`config.mk`:
```
export PLATFORM = sky130hd
export DESIGN_NAME = booth_arb_ctrl_flat
export DESIGN_NICKNAME = d
export VERILOG_FILES = /design/src/rtl/booth_arb_ctrl_if.sv /design/src/rtl/booth_arb_ctrl.sv /design/src/flat_wrapper.sv
export SDC_FILE = /design/constraint.sdc
export NUM_CORES = 1
export LEC_CHECK = 0
export CORE_UTILIZATION = 66
export CTS_BUF_LIST = sky130_fd_sc_hd__clkbuf_2 sky130_fd_sc_hd__clkbuf_4 sky130_fd_sc_hd__clkbuf_8
export CTS_CLUSTER_DIAMETER = 40
export CTS_CLUSTER_SIZE = 28
export DETAILED_ROUTE_END_ITERATION = 16
export DONT_BUFFER_PORTS = 1
export GPL_ROUTABILITY_DRIVEN = 1
export PLACE_DENSITY = 0.82
export SKIP_CTS_REPAIR_TIMING = 1
export SYNTH_ARGS = -nofsm -noshare
export SYNTH_HDL_FRONTEND = slang
export SYNTH_SLANG_ARGS = --single-unit
```
`constraint.sdc`:
```
create_clock -name clk -period 3 [get_ports clk]
set_input_delay 0.6 -clock clk [delete_from_list [all_inputs] [get_ports clk]]
set_output_delay 0.6 -clock clk [all_outputs]
set_load 0.1 [all_outputs]
```
`src/rtl/booth_arb_ctrl_if.sv`:
```
// rtl/booth_arb_ctrl_if.sv - client request/operand and result bundle for booth_arb_ctrl
interface booth_arb_ctrl_if #(
    parameter int WIDTH = 8
);
    logic                 req0;
    logic [WIDTH-1:0]     m0;
    logic [WIDTH-1:0]     q0;
    logic                 req1;
    logic [WIDTH-1:0]     m1;
    logic [WIDTH-1:0]     q1;
    logic [1:0]           gnt;
    logic                 busy;
    logic                 done;
    logic                 done_id;
    logic [2*WIDTH-1:0]   product;

    // Multiplier side: takes requests and operands, returns grants and results.
    modport slave (
        input  req0, m0, q0, req1, m1, q1,
        output gnt, busy, done, done_id, product
    );

    // Client side.
    modport master (
        output req0, m0, q0, req1, m1, q1,
        input  gnt, busy, done, done_id, product
    );
endinterface

```
`src/rtl/booth_arb_ctrl.sv`:
```
// rtl/booth_arb_ctrl.sv - two-client round-robin arbiter feeding a radix-2 Booth multiplier
module booth_arb_ctrl #(
    parameter int WIDTH = 8
) (
    input  logic               clk,
    input  logic               rst,
    booth_arb_ctrl_if.slave    arb_if
);
    localparam int CW = $clog2(WIDTH + 1);

    localparam logic [1:0] IDLE = 2'd0;
    localparam logic [1:0] RUN  = 2'd1;
    localparam logic [1:0] DONE = 2'd2;

    logic [1:0]           state_q,   state_d;
    logic [WIDTH:0]       a_q,       a_d;
    logic [WIDTH:0]       m_q,       m_d;
    logic [WIDTH-1:0]     q_q,       q_d;
    logic                 qm1_q,     qm1_d;
    logic [CW-1:0]        cnt_q,     cnt_d;
    logic                 last_q,    last_d;
    logic                 cur_id_q,  cur_id_d;
    logic [1:0]           gnt_q,     gnt_d;
    logic                 done_q,    done_d;
    logic                 done_id_q, done_id_d;
    logic [2*WIDTH-1:0]   product_q, product_d;

    logic                 any_req;
    logic                 win_id;
    logic [WIDTH:0]       a_sum;
    logic [WIDTH:0]       a_shift;
    logic [WIDTH-1:0]     q_shift;
    logic [WIDTH-1:0]     sel_m;
    logic [WIDTH-1:0]     sel_q;

    // Pick a winner: on contention the client not served last goes next.
    always_comb begin
        any_req = arb_if.req0 | arb_if.req1;
        if (arb_if.req0 && arb_if.req1) begin
            win_id = ~last_q;
        end else begin
            win_id = arb_if.req1;
        end
        sel_m = win_id ? arb_if.m1 : arb_if.m0;
        sel_q = win_id ? arb_if.q1 : arb_if.q0;
    end

    // One Booth step: add/subtract M by the {Q[0], q_m1} pair, then arithmetic shift right.
    always_comb begin
        case ({q_q[0], qm1_q})
            2'b01:   a_sum = a_q + m_q;
            2'b10:   a_sum = a_q - m_q;
            default: a_sum = a_q;
        endcase
        a_shift = {a_sum[WIDTH], a_sum[WIDTH:1]};
        q_shift = {a_sum[0], q_q[WIDTH-1:1]};
    end

    // Next-state logic for the IDLE/RUN/DONE sequencer and datapath.
    always_comb begin
        state_d   = state_q;
        a_d       = a_q;
        m_d       = m_q;
        q_d       = q_q;
        qm1_d     = qm1_q;
        cnt_d     = cnt_q;
        last_d    = last_q;
        cur_id_d  = cur_id_q;
        gnt_d     = 2'b00;
        done_d    = 1'b0;
        done_id_d = done_id_q;
        product_d = product_q;
        case (state_q)
            IDLE: begin
                if (any_req) begin
                    m_d      = {sel_m[WIDTH-1], sel_m};
                    q_d      = sel_q;
                    a_d      = '0;
                    qm1_d    = 1'b0;
                    cnt_d    = CW'(WIDTH);
                    last_d   = win_id;
                    cur_id_d = win_id;
                    gnt_d    = win_id ? 2'b10 : 2'b01;
                    state_d  = RUN;
                end
            end
            RUN: begin
                a_d   = a_shift;
                q_d   = q_shift;
                qm1_d = q_q[0];
                cnt_d = cnt_q - 1'b1;
                if (cnt_q == CW'(1)) begin
                    product_d = {a_shift[WIDTH-1:0], q_shift};
                    done_id_d = cur_id_q;
                    done_d    = 1'b1;
                    state_d   = DONE;
                end
            end
            DONE: begin
                state_d = IDLE;
            end
            default: begin
                state_d = IDLE;
            end
        endcase
    end

    // State registers; reset abandons any operation in flight.
    always_ff @(posedge clk or posedge rst) begin
        if (rst) begin
            state_q   <= IDLE;
            a_q       <= '0;
            m_q       <= '0;
            q_q       <= '0;
            qm1_q     <= 1'b0;
            cnt_q     <= '0;
            last_q    <= 1'b1;
            cur_id_q  <= 1'b0;
            gnt_q     <= 2'b00;
            done_q    <= 1'b0;
            done_id_q <= 1'b0;
            product_q <= '0;
        end else begin
            state_q   <= state_d;
            a_q       <= a_d;
            m_q       <= m_d;
            q_q       <= q_d;
            qm1_q     <= qm1_d;
            cnt_q     <= cnt_d;
            last_q    <= last_d;
            cur_id_q  <= cur_id_d;
            gnt_q     <= gnt_d;
            done_q    <= done_d;
            done_id_q <= done_id_d;
            product_q <= product_d;
        end
    end

    assign arb_if.gnt     = gnt_q;
    assign arb_if.busy    = (state_q != IDLE);
    assign arb_if.done    = done_q;
    assign arb_if.done_id = done_id_q;
    assign arb_if.product = product_q;
endmodule

```
`src/flat_wrapper.sv`:
```
// flat-port wrapper written by rule: the top's interface ports become plain ports
module booth_arb_ctrl_flat 
#(
    parameter int WIDTH = 8
)
  (clk, rst, arb_if_req0, arb_if_m0, arb_if_q0, arb_if_req1, arb_if_m1, arb_if_q1, arb_if_gnt, arb_if_busy, arb_if_done, arb_if_done_id, arb_if_product);
  booth_arb_ctrl_if #(.WIDTH(WIDTH)) arb_if_i ();
  input  logic clk;
  input  logic rst;
  input wire logic [$bits(arb_if_i.req0)-1:0] arb_if_req0;
  input wire logic [$bits(arb_if_i.m0)-1:0] arb_if_m0;
  input wire logic [$bits(arb_if_i.q0)-1:0] arb_if_q0;
  input wire logic [$bits(arb_if_i.req1)-1:0] arb_if_req1;
  input wire logic [$bits(arb_if_i.m1)-1:0] arb_if_m1;
  input wire logic [$bits(arb_if_i.q1)-1:0] arb_if_q1;
  output wire logic [$bits(arb_if_i.gnt)-1:0] arb_if_gnt;
  output wire logic [$bits(arb_if_i.busy)-1:0] arb_if_busy;
  output wire logic [$bits(arb_if_i.done)-1:0] arb_if_done;
  output wire logic [$bits(arb_if_i.done_id)-1:0] arb_if_done_id;
  output wire logic [$bits(arb_if_i.product)-1:0] arb_if_product;
  assign arb_if_i.req0 = arb_if_req0;
  assign arb_if_i.m0 = arb_if_m0;
  assign arb_if_i.q0 = arb_if_q0;
  assign arb_if_i.req1 = arb_if_req1;
  assign arb_if_i.m1 = arb_if_m1;
  assign arb_if_i.q1 = arb_if_q1;
  assign arb_if_gnt = arb_if_i.gnt;
  assign arb_if_busy = arb_if_i.busy;
  assign arb_if_done = arb_if_i.done;
  assign arb_if_done_id = arb_if_i.done_id;
  assign arb_if_product = arb_if_i.product;
  booth_arb_ctrl #(.WIDTH(WIDTH)) u_core (.clk(clk), .rst(rst), .arb_if(arb_if_i));
endmodule
```
; Yosys cells after proc, flatten, opt, wreduce, memory -nomap -nowiden
; Index checks and enable logic that the tools add are counted.
[op_classes]
addsub = 3
eq_ne = 6
mux = 20
n_bitwise = 2
reduce_logical = 8
[ops]
columns = op, n
row1 = $pmux 9 s2, 2
row2 = $mux 8, 3
row3 = $pmux 8 s2, 1
row4 = $mux 2, 5
row5 = $add 9x9->9, 1
row6 = $mux 9, 1
row7 = $sub 9x9->9, 1
row8 = $pmux 4 s2, 1
row9 = $reduce_and 2->1, 4
row10 = $eq 2x1->1 const B, 2
row11 = $eq 4x1->1 const B, 1
row12 = $mux 1, 4
row13 = $mux 4, 1
row14 = $ne 2x1->1 const B, 2
row15 = $pmux 2 s2, 1
row16 = $reduce_bool 2->1, 2
row17 = $sub 4x1->4 const B, 1
row18 = $eq 2x2->1 const B, 1
row19 = $logic_not 2->1, 1
row20 = $pmux 1 s2, 1
row21 = $logic_and 1x1->1, 1
row22 = $not 1->1, 1
row23 = $or 1x1->1, 1
[totals]
regBits = 54
out_inout_bits = 21
word_cells = 51

; Logic depth before layout (Yosys ltp)
; Gate-level depths: netlist (run 1).
[depth]
depth_word = 5
depth_mapped = 12
depth_no_buf = 11

; Least setup slack after synthesis (run 1)
; OpenSTA, ideal clock, no wires.
[synth_timing]
kind = reg-to-reg
from = reg u_core.qm1_q
to = reg u_core.a_q[7]
setup_ns = 0.122
arrival_time_ns = 2.306
t_required_ns = 2.878
slack_ns = 0.573
path_stages_with_launch = 12
n_path_buf = 1
synth_period_minus_slack_ns = 2.427
path_cell_list = dfrtp_1 > inv_1 > ha_1 > buf_6 > mux2_2 > fa_1 > nand2b_1 > a211oi_1 > or3_1 > a21o_1 > mux2i_1 > nand2_1
[synth_via]
elab_chain_cells = 3
[synth_rtl]
columns = element, line_no
row1 = start: declaration, booth_arb_ctrl.sv:19  ; logic qm1_q, qm1_d;
row2 = start signal: assignment, booth_arb_ctrl.sv:128  ; qm1_q <= qm1_d;
row3 = $eq 2x2->1 / $eq 2x1->1 (equally long branches), booth_arb_ctrl.sv:50  ; case ({q_q[0], qm1_q})
row4 = $pmux 9 s2 (*), booth_arb_ctrl.sv:50
row5 = $pmux 9 s2 (*), booth_arb_ctrl.sv:73  ; case (state_q)
row6 = end signal: assignment, booth_arb_ctrl.sv:112  ; a_q <= '0;
row7 = end signal: assignment, booth_arb_ctrl.sv:125  ; a_q <= a_d;
row8 = end: declaration, booth_arb_ctrl.sv:16  ; logic [WIDTH:0] a_q, a_d;
; Every way passes the cells marked *; elsewhere a longest branch is shown, timed or not.
; A chain may end at the register's enable or synchronous reset.

; Final worst setup path (run 1)
[layout_timing]
from = reg u_core.qm1_q
to = reg u_core.product_q[15], in the netlist u_core.arb_if.product[15]
[layout_via]
elab_chain_cells = 2
[layout_rtl]
columns = element, line_no
row1 = $eq 2x2->1 / $eq 2x1->1 (equally long branches), booth_arb_ctrl.sv:50
row2 = $pmux 9 s2 (*), booth_arb_ctrl.sv:50
row3 = end signal: assignment, booth_arb_ctrl.sv:135  ; product_q <= product_d;
row4 = end: declaration, booth_arb_ctrl.sv:26  ; logic [2*WIDTH-1:0] product_q, product_d;
; Marked as above.

==> results of run 1 <==
-- stage by stage --
stage	instance area, um2	utilization (%)
6_report	2920	72.6
3_3_place_gp	2830	70.3
4_1_cts	2920	72.6
5_1_grt	2920	72.6
3_5_place_dp	2830	70.3
2_1_floorplan	2800	-
-- layout make-up --
cell class / count / share of cell area, %
Tap cell: 50 / 2.14
Multi-Input combinational cell: 215 / 46.7
Clock buffer: 5 / 2.35
Clock inverter: 3 / 0.727
Timing Repair Buffer: 4 / 1.03
Sequential cell: 53 / 45.4
Inverter: 13 / 1.67
-- worst max path at each step --
stage                  start                        end  cells past startpoint
2_1_floorplan   u_core.qm1_q              u_core.a_q[7]                     11
3_3_place_gp   u_core.m_q[2]              u_core.a_q[6]                      9
3_5_place_dp    u_core.qm1_q              u_core.a_q[5]                     10
4_1_cts         u_core.qm1_q              u_core.a_q[5]                     10
5_1_grt         u_core.qm1_q              u_core.a_q[5]                     10
6_report        u_core.qm1_q  u_core.arb_if.product[15]                     10
-- cells in the final DEF (no fill, tap or decap), types with 7 or more instances in the layout --
cell     instances
a21oi_1         16
a22oi_1          7
dfrtp_1         52
ha_1            12
inv_1           11
mux2i_1         20
nand2_1         48
nand3_1          9
nor2_1          14
o21ai_0         35
xnor2_1          9
-- layer usage --
layer  part of all wire [%]  track usage (%)  wire (um)
met1                     44             37.4       2420
met3                    4.7             6.25        257
met4                    1.2             8.78         65
met2                     50             41.4       2710
met5                      0                0          0
-- synth_stat cells, drive strengths merged --
| library cell | n |
|---|---|
| nor3 | 5 |
| a21boi | 1 |
| nand4 | 1 |
| o21a | 3 |
| o21ai | 38 |
| a211o | 1 |
| clkinv | 1 |
| o221ai | 1 |
| a21o | 3 |
| a211oi | 2 |
| and2 | 3 |
| or3 | 1 |
| or3b | 1 |
| nor4 | 2 |
| xnor2 | 9 |
| nor2b | 1 |
| mux2 | 2 |
| buf | 4 |
| mux2i | 20 |
| a31oi | 3 |
| nor3b | 1 |
| clkbuf | 10 |
| a22oi | 7 |
| a21oi | 16 |
| dfstp | 1 |
| nor2 | 14 |
| nand3 | 9 |
| inv | 12 |
| and2b | 1 |
| o32ai | 1 |
| ha | 12 |
| fa | 1 |
| nand2b | 4 |
| dfrtp | 52 |
| xor2 | 3 |
| nand2 | 49 |
-- flip-flops by register name (all words and copies together), names as in the netlist --
register               flops
u_core.arb_if.done         1
u_core.m_q                 8
u_core.state_q             2
u_core.cnt_q               4
u_core.a_q                 8
u_core.arb_if.product     16
u_core.q_q                 8
u_core.arb_if.gnt          2
u_core.qm1_q               1
u_core.arb_if.done_id      1
u_core.last_q              1
u_core.cur_id_q            1
-- worst max-delay path, cell delays in order, from the launching register on --
cell,delay (ps)
dfrtp_1,380
inv_1,60
ha_1,310
mux2_2,410
fa_1,420
nand2b_1,170
a211oi_1,240
o21ai_0,140
a21o_1,200
xor2_1,140
o21ai_1,130
-- cell families (layout without fill, tap and decap cells) --
kind of cell | after synthesis | in the layout | synth area share, %
compound gates | 76 | 76 | 15.5
xor+xnor | 12 | 12 | 3.75
fa+ha+maj | 13 | 13 | 6.07
buf+inv | 27 | 25 | 4.24
flops | 53 | 53 | 47.3
mux | 22 | 22 | 7.94
simple gates | 92 | 92 | 15.1
==> flow_summary.yaml, run 1 <==
routing:
  drt_first_pass_iters: 4
  routedWlPerCell_um: 15.9
  routed_via_density: 6.03
  drtAntennaViolNets: 0
  drt_wl_total_um: 5460
  drtIter0Drc: 173
  vias: 2069
  drc_errors: 0
clocking:
  clock_path_buffers: 2
  clockRootBuffer: "clkbuf_8"
  cts_max_level: 2
  cts_num_sinks: 53
  cts_tree: "built"
  clock_latency_ps: 320
  path_clk_slew_ps: 100
  cts_buffers: 5
critical_path:
  worst-path-max-fanout: 8
  required_ps: 3240
  r2r_end: "u_core.arb_if.product[15]"
  end_kind: "flip-flop"
  reg2reg_slack_ps: 320
  rr_worst_depth: 10
  start_kind: "flip-flop"
  cp.arrival_ps: 2920
  r2r-start: "u_core.qm1_q"
  critPathKind: "reg -> reg"
sta:
  slew_violations: 0
  worst_pin_slew_ps: 913
  fmax_ghz: 0.373
  setup_viol: 0
  hold_slack_ps: 121
  layout_setup_ws_ps: 321
  setup_tns_ps: 0
  rsz0062_at_grt: "false"
  slew_headroom_pct: 39.2
  finalHoldViolCount: 0
  period_minus_slack_ps: 2680
  finalCritPeriodShare_pct: 89.3
  fin_worst_skew_ps: 4.34
layout:
  final_layout_size_suffix_gt1_share_pct: 7.17
  finalNetCount: 341
  multiInputGateArea_mm2: 0.00137
  seqCellArea_mm2: 0.00133
  fin_cells: 343
  fillers: 296
  antennaDiodeCount: 0
  area_growth_syn_to_layout_pct: 4.28
die:
  die_h_um: 67.2
  fp.dieW_um: 67.2
  boundaryPins: 57
  initial_core_util_pct: 69.6
  num_rows: 23
  coreArea_mm2: 0.00403
  design.die.area_mm2: 0.00451
global_route:
  grt_pass1_vias: 1902
  grt_overflow: 0
  antenna_found_initial: 0
  gr-usage-all-layers_pct: 26.9
  grt_first_pass_wirelength_um: 8850
  grt_max_degree: 31
placed_design:
  numPortBuffers: 0
  place.detailed.hpwl_um: 4030
  gp_congestion: 0.844
  place_ws_ps: 357
  dpl.cell_count: 335
synth:
  yosys_warnings: 0
  yosysTopAreaCellShare_pct: 46.4
  yosys.area.top_type: "dfrtp_1"
  synth_area_leaders: "dfrtp_1 (46%), mux2i_1 (7.1%), o21ai_0 (6.4%)"
  ys_seq_elements: 53
  yosysUniqueCellTypes: 40
  synthCells: 295
  syn_area_per_cell_um2: 9.50
  ys_seq_area_share_pct: 47.3
  netlist_area_mm2: 0.00280
  syn_nets: 344
hold_path:
  hold_class: "in -> async"
run:
  max-cap-violations: 0
run_status:
  outcome: "completed"
Power of run 1 is not shown: default switching activity piles up to over one toggle a cycle in this logic, so the estimate is an artifact.
==> inputs of run 2 (changes only) <==
clock period = 2.7 ns   (was 3 ns; I/O delays follow)
==> flow_summary.yaml, run 2 (same netlist as run 1, synthesis figures left out) <==
run_status:
  outcome: "completed"
critical_path:
  cp_num_cells: 10
  critPathKind: "reg -> reg"
  start_kind: "flip-flop"
  max_stage_delay_ps: 420
  crit_family: "adder cells"
  rr_worst_depth: 10
  required_ps: 2940
  cp.buffers_inverters: 1
  reg2reg_slack_ps: 150
  end_kind: "flip-flop"
  worst-path-max-fanout: 4
  cp.arrival_ps: 2800
  cpMaxStageDelayCell: "fa_1"
  crit_chain: "inv_1 > ha_1 > mux2_2 > fa_1 > nand2b_1 > a211oi_1 > o21ai_0 > a21o_1 > xor2_1 > o21ai_1"
die:
  design.die.area_mm2: 0.00451
  initial_core_util_pct: 69.6
  num_rows: 23
  fp.dieW_um: 67.2
  die_h_um: 67.2
  boundaryPins: 57
  coreArea_mm2: 0.00403
sta:
  worst_pin_slew_ps: 913
  finalHoldViolCount: 0
  fmax_ghz: 0.391
  finalCritPeriodShare_pct: 94.6
  slew_headroom_pct: 39.1
  rsz0062_at_grt: "true"
  layout_setup_ws_ps: 145
  period_minus_slack_ps: 2550
  setup_viol: 0
  slew_violations: 0
  fin_worst_skew_ps: 3.55
layout:
  final_common_cell: "dfrtp_1"
  seqCellArea_mm2: 0.00133
  fin_cells: 350
  area_growth_syn_to_layout_pct: 7.45
  fillers: 294
  mostFrequentLayoutCells: "dfrtp_1 (49), nand2_1 (48), o21ai_0 (34), mux2i_1 (20), nor2_1 (14)"
  final_layout_size_suffix_gt1_share_pct: 12.0
  fin_area_mm2: 0.00301
  multiInputGateArea_mm2: 0.00140
  antennaDiodeCount: 0
  finalNetCount: 348
  largest_reg_flops: 16
clocking:
  cts_num_sinks: 53
  clockRootBuffer: "clkbuf_8"
  cts_max_level: 2
  path_clk_slew_ps: 90
  clock_latency_ps: 310
  clock_path_buffers: 2
  cts_tree: "built"
  cts_buffers: 5
hold_path:
  hold_class: "in -> async"
global_route:
  gr-usage-all-layers_pct: 25.9
  grt_pass1_vias: 1880
  grt_first_pass_wirelength_um: 8580
  grt_max_degree: 32
  antenna_found_initial: 0
  grt_overflow: 0
placed_design:
  numPortBuffers: 0
  place_area_mm2: 0.00285
  dpl.cell_count: 337
  place.detailed.hpwl_um: 3950
  place_ws_ps: 76.1
  gp_congestion: 0.858
routing:
  vias: 2119
  drtIter0Drc: 96
  routed_via_density: 6.05
  drt_first_pass_iters: 4
  drt_wl_total_um: 5450
  drtAntennaViolNets: 0
  routedWlPerCell_um: 15.6
  drc_errors: 0
run:
  max-cap-violations: 0
[run 2: cell types whose count changed in the layout (fill, tap and decap cells not counted), moves of 3 or more]
cell     change
dfrtp_2      +3
buf_4        +7
a21oi_1      -3
dfrtp_1      -3
a21oi_2      +3
[run 2: final cells by class]
cell class | count | area share (%)
Timing Repair Buffer | 11 | 2.74
Sequential cell | 53 | 44.2
Inverter | 13 | 1.62
Multi-Input combinational cell | 215 | 46.3
Clock buffer | 6 | 2.53
Clock inverter | 2 | 0.498
Tap cell | 50 | 2.08
[run 2: final timing paths]
check                                   start                   endpoint
worst max-delay path            u_core.m_q[0]  u_core.arb_if.product[15]
worst min-delay path                      rst       u_core.arb_if.gnt[1]
worst max register to register  u_core.m_q[0]  u_core.arb_if.product[15]
worst min register to register   u_core.qm1_q               u_core.qm1_q
max in group asynchronous                 rst              u_core.q_q[4]
min in group clk                 arb_if_m0[1]              u_core.m_q[1]
[run 2: through the flow]
step | setup TNS (ps) | utilization [%] | hold slack [ps]
after global routing | -48.2 | 74.8 | 225
after global placement | 0 | 70.7 | 452
after floorplan | 0 | - | 439
after CTS | 0 | 73.0 | 198
final | 0 | 74.8 | 175
after detailed placement | 0 | 70.7 | 476
[run 2: layer usage]
metal  wire (um)  track usage [%]  vias up
li1            -                -     1030
met1        2580             35.0     1033
met2        2580             42.1       50
met3         227             5.74        6
met4          55             6.91        0
met5           0                0        -
Power of run 2 is left out for the same reason.
==> inputs of run 3 (changes only) <==
==> constraint.sdc (replaced) <==
create_clock -name clk -period 2.7 [get_ports clk]
set_input_delay 0 -clock clk [delete_from_list [all_inputs] [get_ports clk]]
set_output_delay 0 -clock clk [all_outputs]
set_load 0.1 [all_outputs]
==> flow_summary.yaml, run 3 (same netlist as run 1, synthesis figures left out) <==
layout:
  final_common_cell: "dfrtp_1"
  mostFrequentLayoutCells: "dfrtp_1 (49), nand2_1 (48), dlygate4sd3_1 (38), o21ai_0 (34), buf_4 (26)"
  fin_area_mm2: 0.00351
  final_layout_size_suffix_gt1_share_pct: 14.7
  largest_reg_flops: 16
  antennaDiodeCount: 0
  fillers: 192
  area_growth_syn_to_layout_pct: 25.3
  finalNetCount: 401
routing:
  routedWlPerCell_um: 22.3
  drt_first_pass_iters: 5
  drtAntennaViolNets: 0
  drc_errors: 0
  drtIter0Drc: 520
  drt_wl_total_um: 9010
  routed_via_density: 6.84
  vias: 2758
clocking:
  cts_buffers: 5
  cts_max_level: 2
  clock_path_buffers: 2
  clock_latency_ps: 330
  cts_tree: "built"
  path_clk_slew_ps: 110
  cts_num_sinks: 53
  clockRootBuffer: "clkbuf_8"
global_route:
  antenna_found_initial: 0
  grt_overflow: 0
  grt_pass1_vias: 2013
  gr-usage-all-layers_pct: 27.6
  grt_first_pass_wirelength_um: 9150
  grt_max_degree: 54
run_status:
  outcome: "finished with violations"
  failed_checks: "negative hold slack, negative setup slack"
die:
  initial_core_util_pct: 69.6
  die_h_um: 67.2
  boundaryPins: 57
  num_rows: 23
  fp.dieW_um: 67.2
  coreArea_mm2: 0.00403
  design.die.area_mm2: 0.00451
critical_path:
  required_ps: 2910
  critPathKind: "reg -> reg"
  cpMaxStageDelayCell: "dfrtp_1"
  cp.arrival_ps: 3040
  r2r-start: "u_core.q_q[0]"
  worst-path-max-fanout: 8
  rr_worst_depth: 10
  cp.buffers_inverters: 0
  startpoint: "u_core.q_q[0]"
  start_kind: "flip-flop"
  max_stage_delay_ps: 450
  crit_chain: "ha_4 > a31oi_1 > xnor2_1 > ha_1 > a21oi_2 > o21ai_0 > or3_1 > a21o_1 > xor2_1 > o21ai_1"
  end_kind: "flip-flop"
  crit_family: "compound AO/OA/AOI/OAI gates"
  r2r_end: "u_core.arb_if.product[15]"
  reg2reg_slack_ps: -130
sta:
  worst_pin_slew_ps: 1060
  fin_worst_skew_ps: 7.95
  setup_tns_ps: -470
  finalCritPeriodShare_pct: 105
  rsz0062_at_grt: "true"
  setup_viol: 6
  period_minus_slack_ps: 2830
  fmax_ghz: 0.353
  slew_headroom_pct: 28.9
  finalHoldViolCount: 1
  hold_slack_ps: -4.86
  layout_setup_ws_ps: -133
  slew_violations: 0
hold_path:
  hold_end: "u_core.q_q[1]"
  hold_class: "in -> reg"
  min_from: "arb_if_req1"
  min_delay_path_depth: 2
run:
  max-cap-violations: 0
placed_design:
  numPortBuffers: 0
  place.detailed.hpwl_um: 4070
  gp_congestion: 0.835
  place_area_mm2: 0.00296
## run 3: cell count changes in the layout (fill, tap and decap cells not counted)
| cell | previous run | this run |
|---|---|---|
| dlygate4sd3_1 | 0 | 38 |
| nor3_2 | 0 | 2 |
| nor3_1 | 5 | 3 |
| a21oi_2 | 3 | 2 |
| clkinvlp_4 | 2 | 1 |
| clkbuf_4 | 1 | 0 |
| a21oi_1 | 13 | 14 |
| buf_4 | 11 | 26 |
| inv_6 | 0 | 2 |
## run 3: how the worst max path moves through the flow
stage | end | slack, ps | depth (start not counted)
2_1_floorplan | u_core.a_q[7] | 270 | 11
3_3_place_gp | u_core.a_q[7] | 130 | 10
3_5_place_dp | u_core.arb_if.product[15] | 50 | 10
4_1_cts | u_core.arb_if.product[15] | 30 | 10
5_1_grt | u_core.arb_if.product[15] | -290 | 10
6_report | u_core.arb_if.product[15] | -130 | 10
## run 3: final cells by class
cell class,count,area (um2),share of cell area (%)
clock buffers,5,68.8,1.96
clock inverters,3,25.0,0.712
inverters,13,48.8,1.39
multi-input cells,215,1400,39.9
flip-flops and latches,53,1330,37.9
well taps,50,62.6,1.78
repair buffers,64,576,16.4
## run 3: worst reg2reg max path: stages, from the launching register on
cell     delay (ps)
dfrtp_1         450
ha_4            230
a31oi_1         230
xnor2_1         130
ha_1            420
a21oi_2         200
o21ai_0         160
or3_1           390
a21o_1          220
xor2_1          190
o21ai_1         100
## run 3: through the flow
stage | instances | setup WS, ps | utilization [%]
floorplan | 295 | 273 | -
global placement | 352 | 133 | 73.5
detailed placement | 352 | 51.5 | 73.5
CTS | 360 | 26.2 | 75.8
global route | 403 | -292 | 87.2
finish | 403 | -133 | 87.2
## run 3: layer usage
layer	up-vias	global-route usage (%)	routed length, um
li1	1136	-	-
met1	1282	36.5	3210
met2	260	44.3	4200
met3	80	6.25	899
met4	0	10.1	692
met5	-	0	0
Power of run 3 is left out for the same reason.
